### src/rtl/cpu_pkg.sv
// Shared types and encodings for the control unit and its instruction decoder.
package cpu_pkg;

  // Control FSM states
  typedef enum logic [2:0] {
    StWait,
    StDecode,
    StWriteImm,
    StGetA,
    StGetB,
    StAlu,
    StWriteReg
  } state_e;

  // Register-index source for readnum/writenum
  typedef enum logic [1:0] {
    NselNone,
    NselRn,
    NselRd,
    NselRm
  } nsel_e;

  // Opcode field values
  localparam logic [2:0] OP_MOV = 3'b110;
  localparam logic [2:0] OP_ALU = 3'b101;

  // MOV sub-op values
  localparam logic [1:0] MOV_REG = 2'b00;
  localparam logic [1:0] MOV_IMM = 2'b10;

  // ALUop encodings; the ALU-class op field uses the same values
  localparam logic [1:0] ALU_ADD = 2'b00;
  localparam logic [1:0] ALU_SUB = 2'b01;
  localparam logic [1:0] ALU_AND = 2'b10;
  localparam logic [1:0] ALU_NOT = 2'b11;

  // Writeback source select
  localparam logic [1:0] VSEL_C     = 2'b00;
  localparam logic [1:0] VSEL_PC    = 2'b01;
  localparam logic [1:0] VSEL_IMM8  = 2'b10;
  localparam logic [1:0] VSEL_MDATA = 2'b11;

endpackage

### src/rtl/instr_dec.sv
// Combinational instruction decoder: IR fields, sign-extended immediates and
// the register-index mux steered by nsel.
module instr_dec
  import cpu_pkg::*;
(
  input  logic [15:0] ir_i,
  input  nsel_e       nsel_i,
  output logic [2:0]  opcode_o,
  output logic [1:0]  op_o,
  output logic [1:0]  sh_o,
  output logic [15:0] sximm5_o,
  output logic [15:0] sximm8_o,
  output logic [2:0]  rnum_o
);

  assign opcode_o = ir_i[15:13];
  assign op_o     = ir_i[12:11];
  assign sh_o     = ir_i[4:3];
  assign sximm5_o = {{11{ir_i[4]}}, ir_i[4:0]};
  assign sximm8_o = {{8{ir_i[7]}}, ir_i[7:0]};

  // Select which register field feeds readnum/writenum
  always_comb begin
    rnum_o = 3'b000;
    case (nsel_i)
      NselRn:  rnum_o = ir_i[10:8];
      NselRd:  rnum_o = ir_i[7:5];
      NselRm:  rnum_o = ir_i[2:0];
      default: rnum_o = 3'b000;
    endcase
  end

endmodule

### src/rtl/cpu_control.sv
// Instruction register, decode and one-step-per-cycle control FSM driving the datapath.
module cpu_control
  import cpu_pkg::*;
(
  input  logic        clk,
  input  logic        reset,
  input  logic        s,
  input  logic        load,
  input  logic [15:0] in,
  output logic        w,
  output logic [1:0]  vsel,
  output logic        write,
  output logic [2:0]  readnum,
  output logic [2:0]  writenum,
  output logic        loada,
  output logic        loadb,
  output logic        loadc,
  output logic        loads,
  output logic        asel,
  output logic        bsel,
  output logic [1:0]  shift,
  output logic [1:0]  ALUop,
  output logic [15:0] sximm5,
  output logic [15:0] sximm8
);

  state_e      state_q, state_d;
  logic [15:0] ir_q;
  nsel_e       nsel;
  logic [2:0]  opcode;
  logic [1:0]  op;
  logic [1:0]  sh;
  logic [2:0]  rnum;
  logic        is_mov_imm, is_mov_reg, is_alu, is_mvn, is_cmp;

  instr_dec u_instr_dec (
    .ir_i     (ir_q),
    .nsel_i   (nsel),
    .opcode_o (opcode),
    .op_o     (op),
    .sh_o     (sh),
    .sximm5_o (sximm5),
    .sximm8_o (sximm8),
    .rnum_o   (rnum)
  );

  assign is_mov_imm = (opcode == OP_MOV) && (op == MOV_IMM);
  assign is_mov_reg = (opcode == OP_MOV) && (op == MOV_REG);
  assign is_alu     = (opcode == OP_ALU);
  assign is_mvn     = is_alu && (op == ALU_NOT);
  assign is_cmp     = is_alu && (op == ALU_SUB);

  // Instruction register: only captures while idle, so s+load in WAIT decodes the new word
  always_ff @(posedge clk) begin
    if (reset) begin
      ir_q <= '0;
    end else if (load && (state_q == StWait)) begin
      ir_q <= in;
    end
  end

  // State register
  always_ff @(posedge clk) begin
    if (reset) begin
      state_q <= StWait;
    end else begin
      state_q <= state_d;
    end
  end

  // Next-state and Moore control outputs
  always_comb begin
    state_d  = state_q;
    nsel     = NselNone;
    w        = 1'b0;
    vsel     = VSEL_C;
    write    = 1'b0;
    readnum  = 3'b000;
    writenum = 3'b000;
    loada    = 1'b0;
    loadb    = 1'b0;
    loadc    = 1'b0;
    loads    = 1'b0;
    asel     = 1'b0;
    bsel     = 1'b0;
    shift    = 2'b00;
    ALUop    = ALU_ADD;
    case (state_q)
      StWait: begin
        w = 1'b1;
        if (s) state_d = StDecode;
      end
      StDecode: begin
        if (is_mov_imm) begin
          state_d = StWriteImm;
        end else if (is_mov_reg || is_mvn) begin
          state_d = StGetB;
        end else if (is_alu) begin
          state_d = StGetA;
        end else begin
          state_d = StWait;
        end
      end
      StWriteImm: begin
        nsel     = NselRn;
        writenum = rnum;
        vsel     = VSEL_IMM8;
        write    = 1'b1;
        state_d  = StWait;
      end
      StGetA: begin
        nsel    = NselRn;
        readnum = rnum;
        loada   = 1'b1;
        state_d = StGetB;
      end
      StGetB: begin
        nsel    = NselRm;
        readnum = rnum;
        loadb   = 1'b1;
        state_d = StAlu;
      end
      StAlu: begin
        shift = sh;
        // Single-operand ops zero the A side so the ALU passes or inverts B
        asel  = is_mov_reg || is_mvn;
        ALUop = is_mov_reg ? ALU_ADD : op;
        if (is_cmp) begin
          loads   = 1'b1;
          state_d = StWait;
        end else begin
          loadc   = 1'b1;
          state_d = StWriteReg;
        end
      end
      StWriteReg: begin
        nsel     = NselRd;
        writenum = rnum;
        vsel     = VSEL_C;
        write    = 1'b1;
        state_d  = StWait;
      end
      default: state_d = StWait;
    endcase
  end

endmodule
### config.mk
export PLATFORM = sky130hd
export DESIGN_NAME = cpu_control
export DESIGN_NICKNAME = d
export VERILOG_FILES = /design/src/rtl/cpu_pkg.sv /design/src/rtl/instr_dec.sv /design/src/rtl/cpu_control.sv
export SDC_FILE = /design/constraint.sdc
export NUM_CORES = 1
export LEC_CHECK = 0
export BUFFER_PORTS_ARGS = -buffer_cell sky130_fd_sc_hd__buf_2
export CORE_UTILIZATION = 48
export DETAILED_ROUTE_END_ITERATION = 10
export PLACE_DENSITY_LB_ADDON = 0.05
export SLEW_MARGIN = 20
export SYNTH_ARGS = -nofsm -noshare
export SYNTH_HDL_FRONTEND = slang
export SYNTH_HIERARCHICAL = 1
export SYNTH_SLANG_ARGS = --single-unit
### constraint.sdc
create_clock -name clk -period 5.2 [get_ports clk]
set_input_delay 1.04 -clock clk [delete_from_list [all_inputs] [get_ports clk]]
set_output_delay 1.04 -clock clk [all_outputs]
set_load 0.01 [all_outputs]
; ---- Yosys cells after proc, flatten, opt, wreduce, memory -nomap -nowiden
; Index checks and enable logic that the tools add are counted.
[op_classes]
muxes = 23
reduce_logical = 11
eq_ne = 15
[ops]
columns = cell, n
row1 = $mux W3, 6
row2 = $eq A3 B3 Y1 const B, 5
row3 = $pmux W3 S5, 1
row4 = $mux W2, 5
row5 = $mux W1, 9
row6 = $pmux W3 S3, 1
row7 = $eq A2 B2 Y1 const B, 4
row8 = $eq A3 B2 Y1 const B, 2
row9 = $pmux W2 S3, 1
row10 = $reduce_or A2 Y1, 3
row11 = $logic_and A1 B1 Y1, 5
row12 = $eq A2 B1 Y1 const B, 2
row13 = $eq A3 B1 Y1 const B, 1
row14 = $logic_not A3 Y1, 1
row15 = $logic_not A2 Y1, 1
row16 = $ne A2 B2 Y1 const B, 1
row17 = $logic_or A1 B1 Y1, 1
[totals]
wordCells = 51
ff_bits = 19
in_bits = 20
output_inout_bits = 52

; ---- Depth between registers and ports, before layout
; Gate-level depths: netlist (run 1).
[depth]
ltp_word = 6
mapped_depth = 6
ltp_nobuf = 6

; ---- By module
; The synthesis (run 1) kept the hierarchy.
[modules_own_cells]
columns = mod, instances, seq_area_each_um2, area_each_um2, cells_each
row1 = cpu_control, 1, 380.4, 955.9, 122
row2 = instr_dec, 1, 0.0, 359.1, 46

; ---- Worst setup path before layout (run 1)
; Ideal clock, no wire load.
[synth_path]
kind = reg2out
startpoint = register state_q[0]
endpoint = output port readnum[1]
arrival_time_ns = 1.372
setup_slack_ns = 2.788
n_path_buf = 0
path_stages_with_launch = 5
t_required_ns = 4.160
path_cell_list = dfxtp_1 > and2b_2 > mux2_1 > a22o_1 > and2_1
[synth_between]
elab_chain_len = 6
word_cells_on_any_way = 12
cone_classes = eq/ne (7) / mux (3) / reduce/logical (2)
[synth_lines]
columns = element, line
row1 = start: declaration, cpu_control.sv:27  ; state_e state_q, state_d;
row2 = start signal: assignment, cpu_control.sv:65  ; state_q <= StWait;
row3 = start signal: assignment, cpu_control.sv:67  ; state_q <= state_d;
row4 = $eq A3 B2 Y1, cpu_control.sv:88  ; case (state_q)
row5 = $reduce_or A2 Y1 (no line), -
row6 = $pmux W2 S3 *, cpu_control.sv:88
row7 = net nsel[1], cpu_control.sv:29  ; nsel_e nsel;
row8 = $eq A2 B2 Y1 / $eq A2 B1 Y1 (equally long branches), instr_dec.sv:25  ; case (nsel_i)
row9 = $pmux W3 S3 *, instr_dec.sv:25
row10 = net rnum[1], cpu_control.sv:33  ; logic [2:0] rnum;
row11 = $mux W3 *, cpu_control.sv:88
row12 = end: declaration, cpu_control.sv:13  ; output logic [2:0] readnum,
; The timed path passes the listed nets; every way through them passes the cells marked *.

; ---- Worst setup path after layout (run 1)
[layout_path]
startpoint = register state_q[1]
endpoint = output port writenum[2]
[layout_between]
elab_chain_len = 6
word_cells_on_any_way = 12
cone_classes = eq/ne (7) / mux (3) / reduce/logical (2)
[layout_lines]
columns = element, line
row1 = $eq A3 B2 Y1, cpu_control.sv:88
row2 = $reduce_or A2 Y1 (no line), -
row3 = $pmux W2 S3 *, cpu_control.sv:88
row4 = net nsel[0], cpu_control.sv:29
row5 = $eq A2 B2 Y1 / $eq A2 B1 Y1 (equally long branches), instr_dec.sv:25
row6 = $pmux W3 S3 *, instr_dec.sv:25
row7 = net rnum[2], cpu_control.sv:33
row8 = $mux W3 *, cpu_control.sv:88
row9 = end: declaration, cpu_control.sv:14  ; output logic [2:0] writenum,
; Marked as above.

==> results of run 1 <==
-- where the power goes --
part           internal [mW]  switching [mW]
sequential             0.154         0.00916
combinational         0.0256          0.0340
clock                 0.0299          0.0439
-- synthesized netlist by cell type, drive strengths merged --
cell    instances
a21oi          18
a22o            3
and2           11
and2b           2
and3            2
buf            45
clkbuf          1
conb            1
dfxtp          19
inv             4
mux2            3
nand2          36
nand2b          2
nand3           2
nor2            5
nor2b           2
nor3            2
nor4            1
o21a            2
o21ai           4
o31a            2
or4b            1
-- tightest hold or removal path: cells and delay by family, from the launching register on --
| family | cells | cell delay [ns] |
|---|---|---|
| AOI/OAI and AO/OA | 1 | 0.05 |
| DFF | 1 | 0.32 |
| and+or+nand+nor | 1 | 0.07 |
-- state kept, by name, indices dropped and copies added (netlist names) --
name,flops
ir_q,16
state_q,3
-- stage by stage --
| stage | cells | util, % |
|---|---|---|
| after floorplan | 169 | - |
| after global placement | 222 | 53.52 |
| after detailed placement | 222 | 53.52 |
| after CTS | 226 | 54.56 |
| after global routing | 226 | 54.56 |
| final | 226 | 54.56 |
-- logic make-up after synthesis --
family	share of synthesized area, %
buffers and inverters	27.88
other	0.2852
DFF	28.92
AOI/OAI and AO/OA	15.13
and+or+nand+nor	25.22
muxes	2.569
-- layer usage --
| metal | track usage (%) | vias to the layer above | wire length (µm) |
|---|---|---|---|
| met4 | 7.692 | 0 | 10 |
| met1 | 24.12 | 480 | 1227 |
| met5 | 0 | - | 0 |
| met2 | 31.71 | 31 | 1168 |
| li1 | - | 559 | - |
| met3 | 2.500 | 2 | 103 |
-- final timing paths --
kind         depth (start not counted)  slack, ns     endpoint  startpoint
max reg2reg                          4       3.73     ir_q[10]  state_q[0]
min                                  2       0.47      ir_q[9]     ir_q[9]
max                                  6       2.23  writenum[2]  state_q[1]
min reg2reg                          2       0.47      ir_q[9]     ir_q[9]
-- area by class of cell --
type | instances | share of cell area [%]
sequential | 19 | 27.64
tap | 30 | 2.727
inverter | 4 | 1.091
multi-input combinational | 100 | 41.55
timing repair buffer | 69 | 25.09
clock buffer | 4 | 1.909
==> results by group, run 1 <==
Setup path
  • Crit path cell chain: inv_1, o21ai_0, nor2b_1, a22o_1, and2_1, buf_2
  • Max stage delay on crit path: 0.41 ns
  • CP Max Fanout: 8
  • Bufs and invs on worst path: 2
  • CP Capture Type: primary output
  • CP top delay family: compound AO/OA/AOI/OAI gates
  • Max stage delay cell, worst path: dfxtp_1
  • WS Path Type: reg -> out
  • CP Data Arrival Time: 1.93 ns
  • Worst endpoint required time: 4.16 ns
  • Crit start category: flip-flop

Hold path
  • Worst Hold Class: reg -> reg

Detailed routing
  • Routed vias/inst: 4.743
  • DRC violations left: 0
  • Number of DRC markers in iteration 0: 7
  • Vias: 1072
  • DR WL/cell: 11.10 µm
  • Final ANT Viol Nets: 0
  • Routed WL: 2.508 mm
  • Drt pass-1 iters: 4

GRT
  • Largest net degree at the start of global routing: 18
  • Vias in the first global route: 937
  • Global Route Usage Sum: 18.89%
  • Global-route wire length before repair: 3.981 mm
  • Antenna violations before repair: 0
  • GR Overflow Total: 0

CTS
  • H-Tree Depth: 1
  • Total CTS buffers: 3
  • Max clock buf depth: 2
  • Clock Tree Root: clkbuf_4
  • TritonCTS clock tree: done
  • Post-CTS setup buffers: 0
  • CTS clock-pin slew for the worst setup and hold paths: 0.10 ns
  • # hold bufs at CTS: 0
  • CTS resizes: 0
  • Skew-Pair Late Insertion Delay: 0.29 ns
  • Clock sinks: 19

STA
  • Slew HR: 62.88%
  • Setup-failing EPs final: 0
  • WHS: 0.4722 ns
  • Setup tns final: 0 ns
  • Slew @ Worst Pin: 0.5568 ns
  • Worst setup margin: 2.228 ns
  • RSZ-0062 raised after global routing: no
  • Tcrit/Tclk final: 57.15%
  • Post-Route Skew: 0.001578 ns
  • Crit path time final: 2.972 ns
  • Final-report hold violation count: 0
  • Final max-slew violation count: 0
  • Fmax achieved: 336.5 MHz

Run
  • Maxcap violations: 0

Floorplanning
  • Initial Util: 52.13%
  • Core area: 0.002522 mm²
  • Die width: 54.34 µm
  • Die height: 54.34 µm
  • Row cnt: 18
  • # IOs: 72
  • Die Area: 0.002953 mm²

Outcome
  • Status: complete, no violations

Yosys
  • Area contributors post-synth: dfxtp_1 (29%), buf_4 (23%), nand2_1 (10%), a21oi_2 (5.3%), and2_1 (5.2%)
  • Seq/Total Area, Yosys: 28.92%
  • Synth top area share: 28.92%
  • Syn avg cell area: 7.827 µm²
  • Largest area contributor in the netlist: dfxtp_1
  • Number of distinct library cells after synthesis: 33
  • Seq cells post-synth: 19
  • Synth warn: 6
  • Synthesized instance count: 168
  • Mapped Area: 0.001315 mm²

Finish
  • Cell area after layout: 0.001376 mm²
  • # fillers: 242
  • Area growth syn-to-layout: 4.662%
  • Leading cell type in the layout, fill and taps excluded: buf_2
  • Nets: 217
  • Multi-input gate area: 571.8 µm²
  • Most frequent cells in the layout: buf_2 (69), nand2_1 (36), dfxtp_1 (19)
  • Layout cell share with drive strength beyond 1: 43.88%
  • Storage cell area: 380.4 µm²
  • N_diodes: 0

Place
  • Post-DP HPWL: 1.884 mm
  • Dpl ws: 2.590 ns
  • Global placement routability congestion: 0.8112
  • Dpl cell area: 0.001350 mm²
  • I/O Buffers: 69

Power
  • Post-layout power: 0.2964 mW
  • Peak VDD IR: 0.0001532 V
  • Power density cells: 215.4 mW/mm²
  • Leak pwr: 0.7207 nW
(Power assumes the default switching activity.)
==> inputs of run 2 (changes only) <==
- CORE_UTILIZATION: 48 -> 44
- clock period: 5.2 -> 3 ns (I/O delays scaled with it)
==> results by group, run 2 (synthesis gave the netlist of run 1 again) <==
CTS
  • CTS resizes: 0
  • Clock Tree Root: clkbuf_4
  • CTS clock-pin slew for the worst setup and hold paths: 0.11 ns
  • H-Tree Depth: 1
  • Clock sinks: 19
  • Post-CTS setup buffers: 0
  • Total CTS buffers: 3
  • Skew-Pair Late Insertion Delay: 0.29 ns
  • TritonCTS clock tree: done
  • Max clock buf depth: 2
  • # hold bufs at CTS: 0

Power
  • Post-layout power: 0.5154 mW
  • Power density cells: 374.1 mW/mm²
  • Peak VDD IR: 0.0002240 V
  • NetSw: 0.1527 mW
  • Switching part of the total: 29.63%
  • Seq pwr share: 55.0%
  • Leak pwr: 0.7207 nW
  • Pint: 0.3627 mW
  • Clock network fraction of total power: 25.0%
  • Comb power frac: 20.0%

STA
  • Post-Route Skew: 0.008247 ns
  • Final max-slew violation count: 0
  • Crit path time final: 2.561 ns
  • Setup-failing EPs final: 0
  • RSZ-0062 raised after global routing: no
  • Slew @ Worst Pin: 0.5768 ns
  • Slew HR: 61.54%
  • Tcrit/Tclk final: 85.37%
  • Fmax achieved: 390.4 MHz
  • Setup tns final: 0 ns
  • Final-report hold violation count: 0

Floorplanning
  • Die Area: 0.003211 mm²
  • Die height: 56.67 µm
  • # IOs: 72
  • Row cnt: 19
  • Die width: 56.67 µm
  • Initial Util: 46.88%
  • Core area: 0.002805 mm²

Finish
  • N_diodes: 0
  • Largest registers: ir_q (16), state_q (3)
  • Max FFs per register: 16
  • # fillers: 295
  • Most flops, register: ir_q
  • Layout cell share with drive strength beyond 1: 43.88%
  • Area growth syn-to-layout: 4.757%
  • Leading cell type in the layout, fill and taps excluded: buf_2
  • Finished Core Util: 49.11%
  • Nets: 217
  • Multi-input gate area: 571.8 µm²
  • Storage cell area: 380.4 µm²
  • Most frequent cells in the layout: buf_2 (69), nand2_1 (36), dfxtp_1 (19)
  • Cell area after layout: 0.001378 mm²

Detailed routing
  • Vias: 1069
  • DR WL/cell: 11.44 µm
  • Number of DRC markers in iteration 0: 37
  • Routed vias/inst: 4.709
  • DRC violations left: 7
  • Drt pass-1 iters: 7
  • Routed WL: 2.598 mm
  • Final ANT Viol Nets: 0

GRT
  • Met1 usage: 22.76%
  • Most used routing layer: met2
  • GR Overflow Total: 0
  • M2 GR Usage: 27.72%
  • Vias in the first global route: 961
  • Antenna violations before repair: 0
  • Global Route Usage Sum: 17.08%
  • Largest net degree at the start of global routing: 18
  • Met3 GRT Util: 2.535%
  • Global-route wire length before repair: 4.291 mm

Setup path
  • R2R cell count: 4
  • CP Max Fanout: 8
  • Worst R2R End: ir_q[15]
  • CP Data Arrival Time: 1.96 ns
  • Flop2flop setup slack: 1.51 ns
  • CP Capture Type: primary output
  • Worst endpoint required time: 2.40 ns
  • Reg-to-Reg Start: state_q[0]
  • WS Path Type: reg -> out
  • Crit start category: flip-flop

Hold path
  • Worst Hold Launch: ir_q[10]
  • Worst Hold Class: reg -> reg
  • Hold EP: ir_q[10]
  • Hold path depth: 2

Place
  • Global placement routability congestion: 0.8546
  • Post-DP HPWL: 1.957 mm
  • Dpl cell area: 0.001351 mm²
  • I/O Buffers: 69

Run
  • Maxcap violations: 0

Outcome
  • Violated checks: DRC
  • Status: finished, violations left
==> run 2: per-layer routing <==
| layer | routed length [µm] | share of wire (%) |
|---|---|---|
| met4 | 21 | 0.81 |
| met2 | 1193 | 46 |
| met3 | 140 | 5.4 |
| met5 | 0 | 0 |
| met1 | 1243 | 48 |
==> run 2: layout make-up <==
cell class / instances / area share [%]
repair buffers: 69 / 25.07
clock buffers: 4 / 1.907
inverters: 4 / 1.090
well taps: 31 / 2.816
flip-flops and latches: 19 / 27.61
multi-input cells: 100 / 41.51
==> run 2: worst max-delay path by stage <==
stage | from | endpoint | slack (ns) | depth (start not counted)
2_1_floorplan | state_q[0] | readnum[1] | 1.03 | 4
3_3_place_gp | state_q[1] | readnum[0] | 0.85 | 6
3_5_place_dp | state_q[1] | writenum[0] | 0.82 | 6
4_1_cts | state_q[1] | writenum[0] | 0.46 | 6
5_1_grt | state_q[1] | readnum[0] | 0.34 | 6
6_report | state_q[1] | writenum[0] | 0.44 | 6
==> run 2: power groups by stage <==
stage               Sequential [mW]  Clock, mW  Combinational (mW)
floorplan                     0.284          0               0.113
global placement              0.289          0               0.103
detailed placement            0.290          0               0.104
CTS                           0.284      0.135               0.104
global route                  0.287      0.143               0.115
finish                        0.283      0.129               0.103
==> run 2: stage by stage <==
step	std cells	setup WS [ns]	hold slack (ns)
after floorplan	169	1.028	0.4367
after CTS	227	0.4613	0.4805
after detailed placement	223	0.8166	0.4645
final	227	0.4388	0.4773
after global routing	227	0.3420	0.5071
after global placement	223	0.8486	0.4602
==> run 2: worst max-delay path, stage by stage (launching register included) <==
cell and delay [ns]:
dfxtp_1 0.41, inv_1 0.15, o21ai_0 0.42, nor2b_1 0.15, a22o_1 0.27, and2_1 0.14
buf_2 0.13
